## config.mk

```make
export PLATFORM = sky130hd
export DESIGN_NAME = multi_cycle_control
export DESIGN_NICKNAME = d
export VERILOG_FILES = /design/src/rtl/mips_ctrl_pkg.sv /design/src/rtl/op_decode.sv /design/src/rtl/multi_cycle_control.sv
export SDC_FILE = /design/constraint.sdc
export NUM_CORES = 1
export LEC_CHECK = 0
export CORE_ASPECT_RATIO = 1.75
export CORE_MARGIN = 2
export CORE_UTILIZATION = 48
export CTS_BUF_LIST = sky130_fd_sc_hd__clkbuf_4 sky130_fd_sc_hd__clkbuf_8 sky130_fd_sc_hd__clkbuf_16
export DETAILED_ROUTE_END_ITERATION = 8
export PLACE_DENSITY_LB_ADDON = 0.25
export SLEW_MARGIN = 20
export SYNTH_ARGS = -nofsm -noshare
export SYNTH_HDL_FRONTEND = slang
export SYNTH_SLANG_ARGS = --single-unit
```

## constraint.sdc

```tcl
create_clock -name clk -period 4.02 [get_ports clk]
set_input_delay 1.005 -clock clk [delete_from_list [all_inputs] [get_ports clk]]
set_output_delay 1.005 -clock clk [all_outputs]
set_load 0.02 [all_outputs]
```

## src/rtl/mips_ctrl_pkg.sv

```systemverilog
// Shared MIPS control constants: opcodes, FSM state codes, aluOp codes and
// the decoded select bundle used by the multi-cycle and single-cycle units.
package mips_ctrl_pkg;

  localparam int OPC_W = 6;

  localparam logic [OPC_W-1:0] OP_R    = 6'b000000;
  localparam logic [OPC_W-1:0] OP_J    = 6'b000010;
  localparam logic [OPC_W-1:0] OP_BEQ  = 6'b000100;
  localparam logic [OPC_W-1:0] OP_ADDI = 6'b001000;
  localparam logic [OPC_W-1:0] OP_ANDI = 6'b001100;
  localparam logic [OPC_W-1:0] OP_ORI  = 6'b001101;
  localparam logic [OPC_W-1:0] OP_LW   = 6'b100011;
  localparam logic [OPC_W-1:0] OP_SW   = 6'b101011;
  localparam logic [OPC_W-1:0] OP_HALT = 6'b111111;

  typedef enum logic [2:0] {
    S_IF   = 3'd0,
    S_ID   = 3'd1,
    S_EXE  = 3'd2,
    S_MEM  = 3'd3,
    S_WB   = 3'd4,
    S_HALT = 3'd5
  } state_e;

  typedef enum logic [1:0] {
    ALU_ADD   = 2'b00,
    ALU_SUB   = 2'b01,
    ALU_RTYPE = 2'b10,
    ALU_IMM   = 2'b11
  } aluop_e;

  typedef enum logic [3:0] {
    C_R, C_LW, C_SW, C_BEQ, C_ORI, C_ANDI, C_ADDI, C_J, C_HALT, C_ILL
  } op_class_e;

  typedef struct packed {
    aluop_e alu_op;
    logic   reg_dst;
    logic   mem_to_reg;
    logic   alu_src;
    logic   ext_sel;
  } sel_t;

endpackage

```

## src/rtl/op_decode.sv

```systemverilog
// Combinational opcode decoder: classifies the opcode and produces the
// datapath selects that stay constant for the life of an instruction.
module op_decode
  import mips_ctrl_pkg::*;
#(
  parameter int OP_W = 6
) (
  input  logic [OP_W-1:0] i_op,
  output op_class_e       o_class,
  output sel_t            o_sel
);

  // NOTE: every output gets a default before the case so no path leaves it
  // unassigned, which would otherwise infer a latch.
  always_comb begin
    o_class = C_ILL;
    o_sel   = '0;
    case (i_op)
      OP_W'(OP_R): begin
        o_class          = C_R;
        o_sel.alu_op     = ALU_RTYPE;
        o_sel.reg_dst    = 1'b1;
        o_sel.mem_to_reg = 1'b1;
      end
      OP_W'(OP_LW): begin
        o_class       = C_LW;
        o_sel.alu_op  = ALU_ADD;
        o_sel.alu_src = 1'b1;
      end
      OP_W'(OP_SW): begin
        o_class       = C_SW;
        o_sel.alu_op  = ALU_ADD;
        o_sel.alu_src = 1'b1;
      end
      OP_W'(OP_BEQ): begin
        o_class      = C_BEQ;
        o_sel.alu_op = ALU_SUB;
      end
      OP_W'(OP_ORI): begin
        o_class       = C_ORI;
        o_sel.alu_op  = ALU_IMM;
        o_sel.alu_src = 1'b1;
        o_sel.ext_sel = 1'b1;
      end
      OP_W'(OP_ANDI): begin
        o_class       = C_ANDI;
        o_sel.alu_op  = ALU_IMM;
        o_sel.alu_src = 1'b1;
        o_sel.ext_sel = 1'b1;
      end
      OP_W'(OP_ADDI): begin
        o_class       = C_ADDI;
        o_sel.alu_op  = ALU_IMM;
        o_sel.alu_src = 1'b1;
      end
      OP_W'(OP_J):    o_class = C_J;
      OP_W'(OP_HALT): o_class = C_HALT;
      default:        o_class = C_ILL;
    endcase
  end

endmodule

```

## src/rtl/multi_cycle_control.sv

```systemverilog
// Multi-cycle MIPS control unit: IF/ID/EXE/MEM/WB/HALT sequencer with
// state-decoded strobes and a saturating retired-instruction counter.
module multi_cycle_control
  import mips_ctrl_pkg::*;
#(
  parameter int OP_W          = 6,
  parameter int ALUOP_W       = 2,
  parameter int CNT_W         = 32,
  parameter bit USE_MEM_READY = 1'b1
) (
  input  logic               clk,
  input  logic               reset,
  input  logic [OP_W-1:0]    op,
  input  logic               zero,
  input  logic               memReady,
  output logic [ALUOP_W-1:0] aluOp,
  output logic               regDst,
  output logic               jump,
  output logic               branch,
  output logic               branchTaken,
  output logic               memRead,
  output logic               memWrite,
  output logic               memToReg,
  output logic               aluSrc,
  output logic               regWrite,
  output logic               extSel,
  output logic               PCWre,
  output logic               IRWre,
  output logic               illegalOp,
  output logic               halted,
  output logic [2:0]         state,
  output logic [CNT_W-1:0]   instrCount
);

  state_e           r_state;
  logic [CNT_W-1:0] r_count;
  op_class_e        w_class;
  sel_t             w_sel;
  logic             w_mem_ready;

  assign w_mem_ready = USE_MEM_READY ? memReady : 1'b1;

  op_decode #(.OP_W(OP_W)) u_op_decode (
    .i_op    (op),
    .o_class (w_class),
    .o_sel   (w_sel)
  );

  // Selects follow the opcode directly; op is stable from ID through WB.
  assign aluOp      = ALUOP_W'(w_sel.alu_op);
  assign regDst     = w_sel.reg_dst;
  assign memToReg   = w_sel.mem_to_reg;
  assign aluSrc     = w_sel.alu_src;
  assign extSel     = w_sel.ext_sel;
  assign state      = r_state;
  assign instrCount = r_count;
  assign halted     = (r_state == S_HALT);

  always_comb begin
    IRWre       = 1'b0;
    PCWre       = 1'b0;
    regWrite    = 1'b0;
    memRead     = 1'b0;
    memWrite    = 1'b0;
    branch      = 1'b0;
    branchTaken = 1'b0;
    jump        = 1'b0;
    illegalOp   = 1'b0;
    case (r_state)
      S_IF: IRWre = 1'b1;
      S_ID: begin
        if (w_class == C_J) begin
          jump  = 1'b1;
          PCWre = 1'b1;
        end else if (w_class == C_ILL) begin
          illegalOp = 1'b1;
          PCWre     = 1'b1;
        end
      end
      S_EXE: begin
        if (w_class == C_BEQ) begin
          branch      = 1'b1;
          PCWre       = 1'b1;
          branchTaken = zero;
        end
      end
      S_MEM: begin
        memRead  = (w_class == C_LW);
        memWrite = (w_class == C_SW);
        // sw retires from MEM; lw retires later in WB.
        PCWre    = (w_class == C_SW) && w_mem_ready;
      end
      S_WB: begin
        regWrite = 1'b1;
        PCWre    = 1'b1;
      end
      default: ;
    endcase
  end

  // NOTE: state registers use non-blocking assignments so every flop samples
  // the pre-edge values regardless of statement order.
  always_ff @(posedge clk) begin
    if (reset) begin
      r_state <= S_IF;
      r_count <= '0;
    end else begin
      if (PCWre && (r_count != {CNT_W{1'b1}})) begin
        r_count <= r_count + CNT_W'(1);
      end
      case (r_state)
        S_IF: r_state <= S_ID;
        S_ID: begin
          case (w_class)
            C_HALT:     r_state <= S_HALT;
            C_J, C_ILL: r_state <= S_IF;
            default:    r_state <= S_EXE;
          endcase
        end
        S_EXE: begin
          case (w_class)
            C_LW, C_SW:                   r_state <= S_MEM;
            C_R, C_ORI, C_ANDI, C_ADDI:   r_state <= S_WB;
            default:                      r_state <= S_IF;
          endcase
        end
        S_MEM: begin
          if (w_class != C_LW && w_class != C_SW) begin
            r_state <= S_IF;
          end else if (w_mem_ready) begin
            r_state <= (w_class == C_LW) ? S_WB : S_IF;
          end
        end
        S_WB:    r_state <= S_IF;
        S_HALT:  r_state <= S_HALT;
        default: r_state <= S_IF;
      endcase
    end
  end

endmodule

```

==> results of run 1 <==
## kinds of logic after synthesis
logic type               after synthesis  share of synthesized area, %
AO/OA/AOI/OAI                         73                          19.8
XOR/XNOR                               1                         0.394
adder cells (fa/ha/maj)                1                         0.562
buffers and inverters                 27                          6.36
flip-flops                            35                          31.5
multiplexers                           7                          3.54
AND/OR/NAND/NOR                      143                          37.9
## cell usage in the layout, fill, tap and decap left out, drive strengths merged, types with 5 or more instances in the layout
cell type / netlist / layout
nor2: 22 / 22
o21ai: 16 / 16
dfxtp: 35 / 35
clkdlybuf4s50: 0 / 52
nand2b: 5 / 5
mux2: 7 / 7
nand3: 16 / 16
o31ai: 11 / 11
clkbuf: 13 / 6
nand4: 9 / 9
nand2: 17 / 17
or4: 11 / 11
and2: 7 / 7
nor2b: 10 / 10
or3: 15 / 15
and4: 7 / 7
nor3: 7 / 7
buf: 10 / 25
a21oi: 33 / 33
## sequential cells by signal, indices dropped and copies added, names as in the netlist
| signal | count |
|---|---|
| instrCount | 32 |
| state | 3 |
## report_power, final
part	switching, mW	internal (mW)
Combinational	0.0598	0.0476
Sequential	0.00630	0.349
Clock	0.133	0.119
## through the flow
stage	util, %	worst slack, ps
floorplan	-	3.62
global placement	66.1	-194
detailed placement	66.1	-240
CTS	68.2	14.1
global route	68.5	-22.1
finish	68.5	115
## cells in the mapped netlist (2+ instances only)
| library cell | instances | area share [%] |
|---|---|---|
| buf_2 | 5 | 1.1 |
| nor2_1 | 22 | 3.7 |
| nor2b_1 | 10 | 2.8 |
| nor4_1 | 3 | 0.84 |
| a31oi_1 | 2 | 0.56 |
| and4_1 | 7 | 2.8 |
| nand3_1 | 16 | 3.6 |
| and2_1 | 7 | 2.0 |
| o31ai_1 | 11 | 3.7 |
| nand2_1 | 17 | 2.9 |
| inv_1 | 4 | 0.67 |
| dfxtp_1 | 35 | 31 |
| nand2b_1 | 5 | 1.4 |
| o22ai_1 | 2 | 0.56 |
| nor3_1 | 7 | 1.6 |
| clkbuf_1 | 13 | 2.2 |
| nor3b_1 | 2 | 0.67 |
| and3_1 | 3 | 0.84 |
| buf_6 | 4 | 2.0 |
| or3_1 | 15 | 4.2 |
| nand4_1 | 9 | 2.5 |
| mux2_2 | 7 | 3.5 |
| or4_1 | 10 | 3.4 |
| a21oi_1 | 33 | 7.4 |
| o21ai_0 | 16 | 3.6 |
## cell type report
class	instances	share of cell area, %
multi-input cells	225	45.9
clock inverters	3	0.493
well taps	51	2.10
flip-flops and latches	35	23.0
clock buffers	5	2.26
repair buffers	85	25.7
inverters	4	0.493
## worst max-delay path, cell delays in order
cell             delay (ps)
clkdlybuf4s50_1         510
or4_4                   550
nor4_4                  250
buf_4                   150
and2_1                  110
dlygate4sd2_1           320
## path summary, 6_finish.rpt
check                  from             end  cells after the start
max                   op[5]     branchTaken                      6
min          instrCount[31]  instrCount[31]                      2
max reg2reg        state[0]  instrCount[11]                      7
min reg2reg  instrCount[31]  instrCount[31]                      2
## what timing repair did
item | CTS | global route
setup endpoints to repair | 6 | 3
gates resized for setup | 7 | 5
buffers inserted | 2 | 1
hold buffers | 0 | 0
pin swaps | 0 | 1
## per-layer routing
metal | track usage [%] | wire (µm)
met1 | 24.3 | 2300
met5 | 0 | 0
met2 | 44.5 | 3230
met3 | 3.58 | 226
met4 | 11.2 | 174
==> impl_metrics.json, run 1 <==
{
  "outcome": "complete, no violations",
  "rows": 32,
  "final_max_slew_viol_count": 0,
  "dp_cells": 397,
  "rrSetupSlack_ps": 1210,
  "fin_area_um2": 3040,
  "async_flop_share_pct": 0,
  "fillerInstances": 395,
  "power_mw": 0.714,
  "worst_slew_pin_slew_ps": 703,
  "dieArea_um2": 5220,
  "tns_ps": 0,
  "ios": 61,
  "crit_required_ps": 3010,
  "final-instance-count-excl-fill": 408,
  "cts.htree.levels": 2,
  "dr.pass1.iters": 4,
  "drt_iter0_drc": 46,
  "syn-num-nets": 298,
  "synth_area_um2": 2220,
  "clock_sinks": 35,
  "clkTransAtPathRegs_ps": 70,
  "drv_cap": 0,
  "antenna_left": 0,
  "numCtsBuffers": 5,
  "drt_wl_total_mm": 5.93,
  "vias": 2435,
  "finClkSkew_ps": 2.93,
  "wl_per_cell_um": 14.5,
  "seqCellArea_um2": 701,
  "grt_pass1_wl_mm": 9.91,
  "ys_seq_elements": 35,
  "cellLeakagePower_nw": 1.05,
  "netlist_instances": 287,
  "yosysWarnings": 0,
  "cts-root-buf": "clkbuf_8",
  "critPathMaxFanout": 6,
  "vias_per_cell": 5.97,
  "clock_latency_ps": 290,
  "grt_antenna_before_repair": 0,
  "grt_start_max_net_pins": 58,
  "grt_use_total_pct": 23.3,
  "timing.fmax_mhz": 256,
  "port_buffers": 60,
  "powerDensity_nw_per_um2": 235,
  "coreArea_um2": 4440,
  "timing.slew.headroom_pct": 52.8,
  "drc": 0,
  "synth_edf_count": 0,
  "setup_viol": 0,
  "hold_viol_final": 0,
  "nets": 367,
  "grt_pass1_vias": 2231,
  "criticalPathCategory": "in2out",
  "ir_drop_uv": 268,
  "whs_ps": 485,
  "fin_crit_ps": 3900,
  "crit_path_end_kind": "primary output",
  "start_util_pct": 50.1,
  "cp-start-kind": "input port",
  "n_antenna_cell": 0,
  "dpl.hpwl_mm": 4.35,
  "yosysSeqAreaShare_pct": 31.5,
  "drive_above_1_share_pct": 13.7,
  "cts_tree": "built",
  "synth_flop_cell": "dfxtp_1",
  "gp_congestion": 0.893,
  "arrival_ps": 2900,
  "fin_crit_sh_pct": 97.1,
  "hp-class": "reg2reg",
  "multiInputGateArea_um2": 1400,
  "syn_area_per_cell_um2": 7.75,
  "clockBufferDepth": 2,
  "die_w_um": 55.5,
  "dpl_cell_area_um2": 2940,
  "area_growth_pct": 36.8,
  "synth.distinct_cells": 47,
  "overflow": 0,
  "die_y_um": 94.1
}
Power figures use the tool's default switching activity.
==> run 2, diff against run 1 <==
--- a/config.mk
+++ b/config.mk
@@ -11,7 +11,8 @@
 export CTS_BUF_LIST = sky130_fd_sc_hd__clkbuf_4 sky130_fd_sc_hd__clkbuf_8 sky130_fd_sc_hd__clkbuf_16
 export DETAILED_ROUTE_END_ITERATION = 8
 export PLACE_DENSITY_LB_ADDON = 0.25
-export SLEW_MARGIN = 20
+export SLEW_MARGIN = 5
 export SYNTH_ARGS = -nofsm -noshare
 export SYNTH_HDL_FRONTEND = slang
 export SYNTH_SLANG_ARGS = --single-unit
+export TNS_END_PERCENT = 10
==> run 2 against run 1 <==
  * Power is essentially flat
  * Count of clock-buffer cells in the layout unchanged
  * Register-to-register slack hardly changed
  * Non-clock buffer count fell by 3
  * Critical path depth increased by 2
  * Wire length shrank 1.5%
  * Critical path type unchanged
  * Largest cell class unchanged
==> impl_metrics.json, run 2 (synthesized netlist as in run 1, its figures left out) <==
{
  "outcome": "complete, no violations",
  "port_buffers": 60,
  "critPathMaxFanout": 5,
  "dpl.hpwl_mm": 4.35,
  "final_common_cell": "clkdlybuf4s50_1",
  "clockBufferDepth": 2,
  "overflow": 0,
  "area_growth_pct": 36.4,
  "ir_drop_uv": 267,
  "fin_crit_ps": 3890,
  "vias_per_cell": 5.99,
  "rows": 32,
  "hp-class": "reg2reg",
  "dieArea_um2": 5220,
  "fin_crit_sh_pct": 96.8,
  "drt_wl_total_mm": 5.84,
  "grt_start_max_net_pins": 58,
  "pre_cts_ws_ps": -240,
  "setup_slack_ps": 127,
  "numCtsBuffers": 5,
  "drt_iter0_drc": 52,
  "fin_area_um2": 3040,
  "arrival_ps": 2890,
  "post-route-util_pct": 68.3,
  "dr.pass1.iters": 4,
  "crit_required_ps": 3010,
  "criticalPathCategory": "in2out",
  "coreArea_um2": 4440,
  "setup_viol": 0,
  "cts_hold_buf": 0,
  "n_antenna_cell": 0,
  "cts-root-buf": "clkbuf_8",
  "clock_latency_ps": 290,
  "die_w_um": 55.5,
  "clkTransAtPathRegs_ps": 70,
  "grt_antenna_before_repair": 0,
  "cellLeakagePower_nw": 1.05,
  "final_cell_mix": "51 x clkdlybuf4s50_1, 35 x dfxtp_1, 32 x a21oi_1, 22 x nor2_1, 22 x buf_4",
  "cts.htree.levels": 2,
  "start_util_pct": 50.1,
  "powerDensity_nw_per_um2": 235,
  "drv_cap": 0,
  "final_max_slew_viol_count": 0,
  "drc": 0,
  "clock_sinks": 35,
  "die_y_um": 94.1,
  "fillerInstances": 394,
  "crit_path_end_kind": "primary output",
  "dp_cells": 397,
  "grt_pass1_wl_mm": 9.86,
  "whs_ps": 485,
  "wl_per_cell_um": 14.4,
  "timing.slew.headroom_pct": 52.6,
  "vias": 2427,
  "ios": 61,
  "gp_congestion": 0.893,
  "tns_ps": 0,
  "power_mw": 0.714,
  "timing.fmax_mhz": 257,
  "antenna_left": 0,
  "grt_use_total_pct": 23.2,
  "worst_slew_pin_slew_ps": 707,
  "cp-start-kind": "input port",
  "final-instance-count-excl-fill": 405,
  "dpl_cell_area_um2": 2940,
  "nets": 364,
  "hold_viol_final": 0,
  "cts_tree": "built",
  "largest_reg_flops": 32,
  "finClkSkew_ps": 2.65,
  "grt_pass1_vias": 2224,
  "postCtsSetupBuffers": 0,
  "drive_above_1_share_pct": 13.0
}
## run 2: what timing repair did
| item | CTS | global route |
|---|---|---|
| setup endpoints to repair | 6 | 2 |
| cloned | 0 | 0 |
| gates resized for setup | 6 | 6 |
| hold endpoints to repair | 0 | 0 |
| pin swaps | 0 | 1 |
## run 2: area by class of cell
class | instances | area, µm² | area share, %
Multi-Input combinational cell | 225 | 1410 | 46.3
Timing Repair Buffer | 82 | 767 | 25.3
Sequential cell | 35 | 701 | 23.1
Clock buffer | 5 | 68.8 | 2.27
Tap cell | 51 | 63.8 | 2.10
Clock inverter | 3 | 15.0 | 0.495
Inverter | 4 | 15.0 | 0.495
## run 2: metal layers
| metal | global-route usage, % | share of wire, % | vias to the layer above | routed length (µm) |
|---|---|---|---|---|
| li1 | - | - | 1201 | - |
| met1 | 24.1 | 38 | 1137 | 2250 |
| met2 | 44.3 | 55 | 73 | 3190 |
| met3 | 3.58 | 4.0 | 16 | 235 |
| met4 | 11.2 | 2.9 | 0 | 170 |
| met5 | 0 | 0 | - | 0 |
## run 2: worst max-delay path: stages
cell and delay, ps:
clkdlybuf4s50_1 490, xnor2_1 310, o41ai_2 100, a2111oi_2 400
buf_4 190, a311oi_4 40, inv_1 70, clkdlybuf4s15_1 290
## run 2: path summary, 6_finish.rpt
check | startpoint | endpoint | slack, ps | depth (start not counted)
hold reg to reg | instrCount[31] | instrCount[31] | 480 | 2
setup / recovery | op[1] | PCWre | 130 | 8
setup reg to reg | state[0] | instrCount[11] | 1210 | 7
hold / removal | instrCount[31] | instrCount[31] | 480 | 2
## run 2: power breakdown
group	leakage [nW]	switching [mW]	total (mW)	internal, mW
Combinational	0.722	0.0599	0.107	0.0473
Clock	0.0477	0.133	0.251	0.119
Sequential	0.282	0.00631	0.356	0.349
Total	1.05	0.199	0.714	0.515
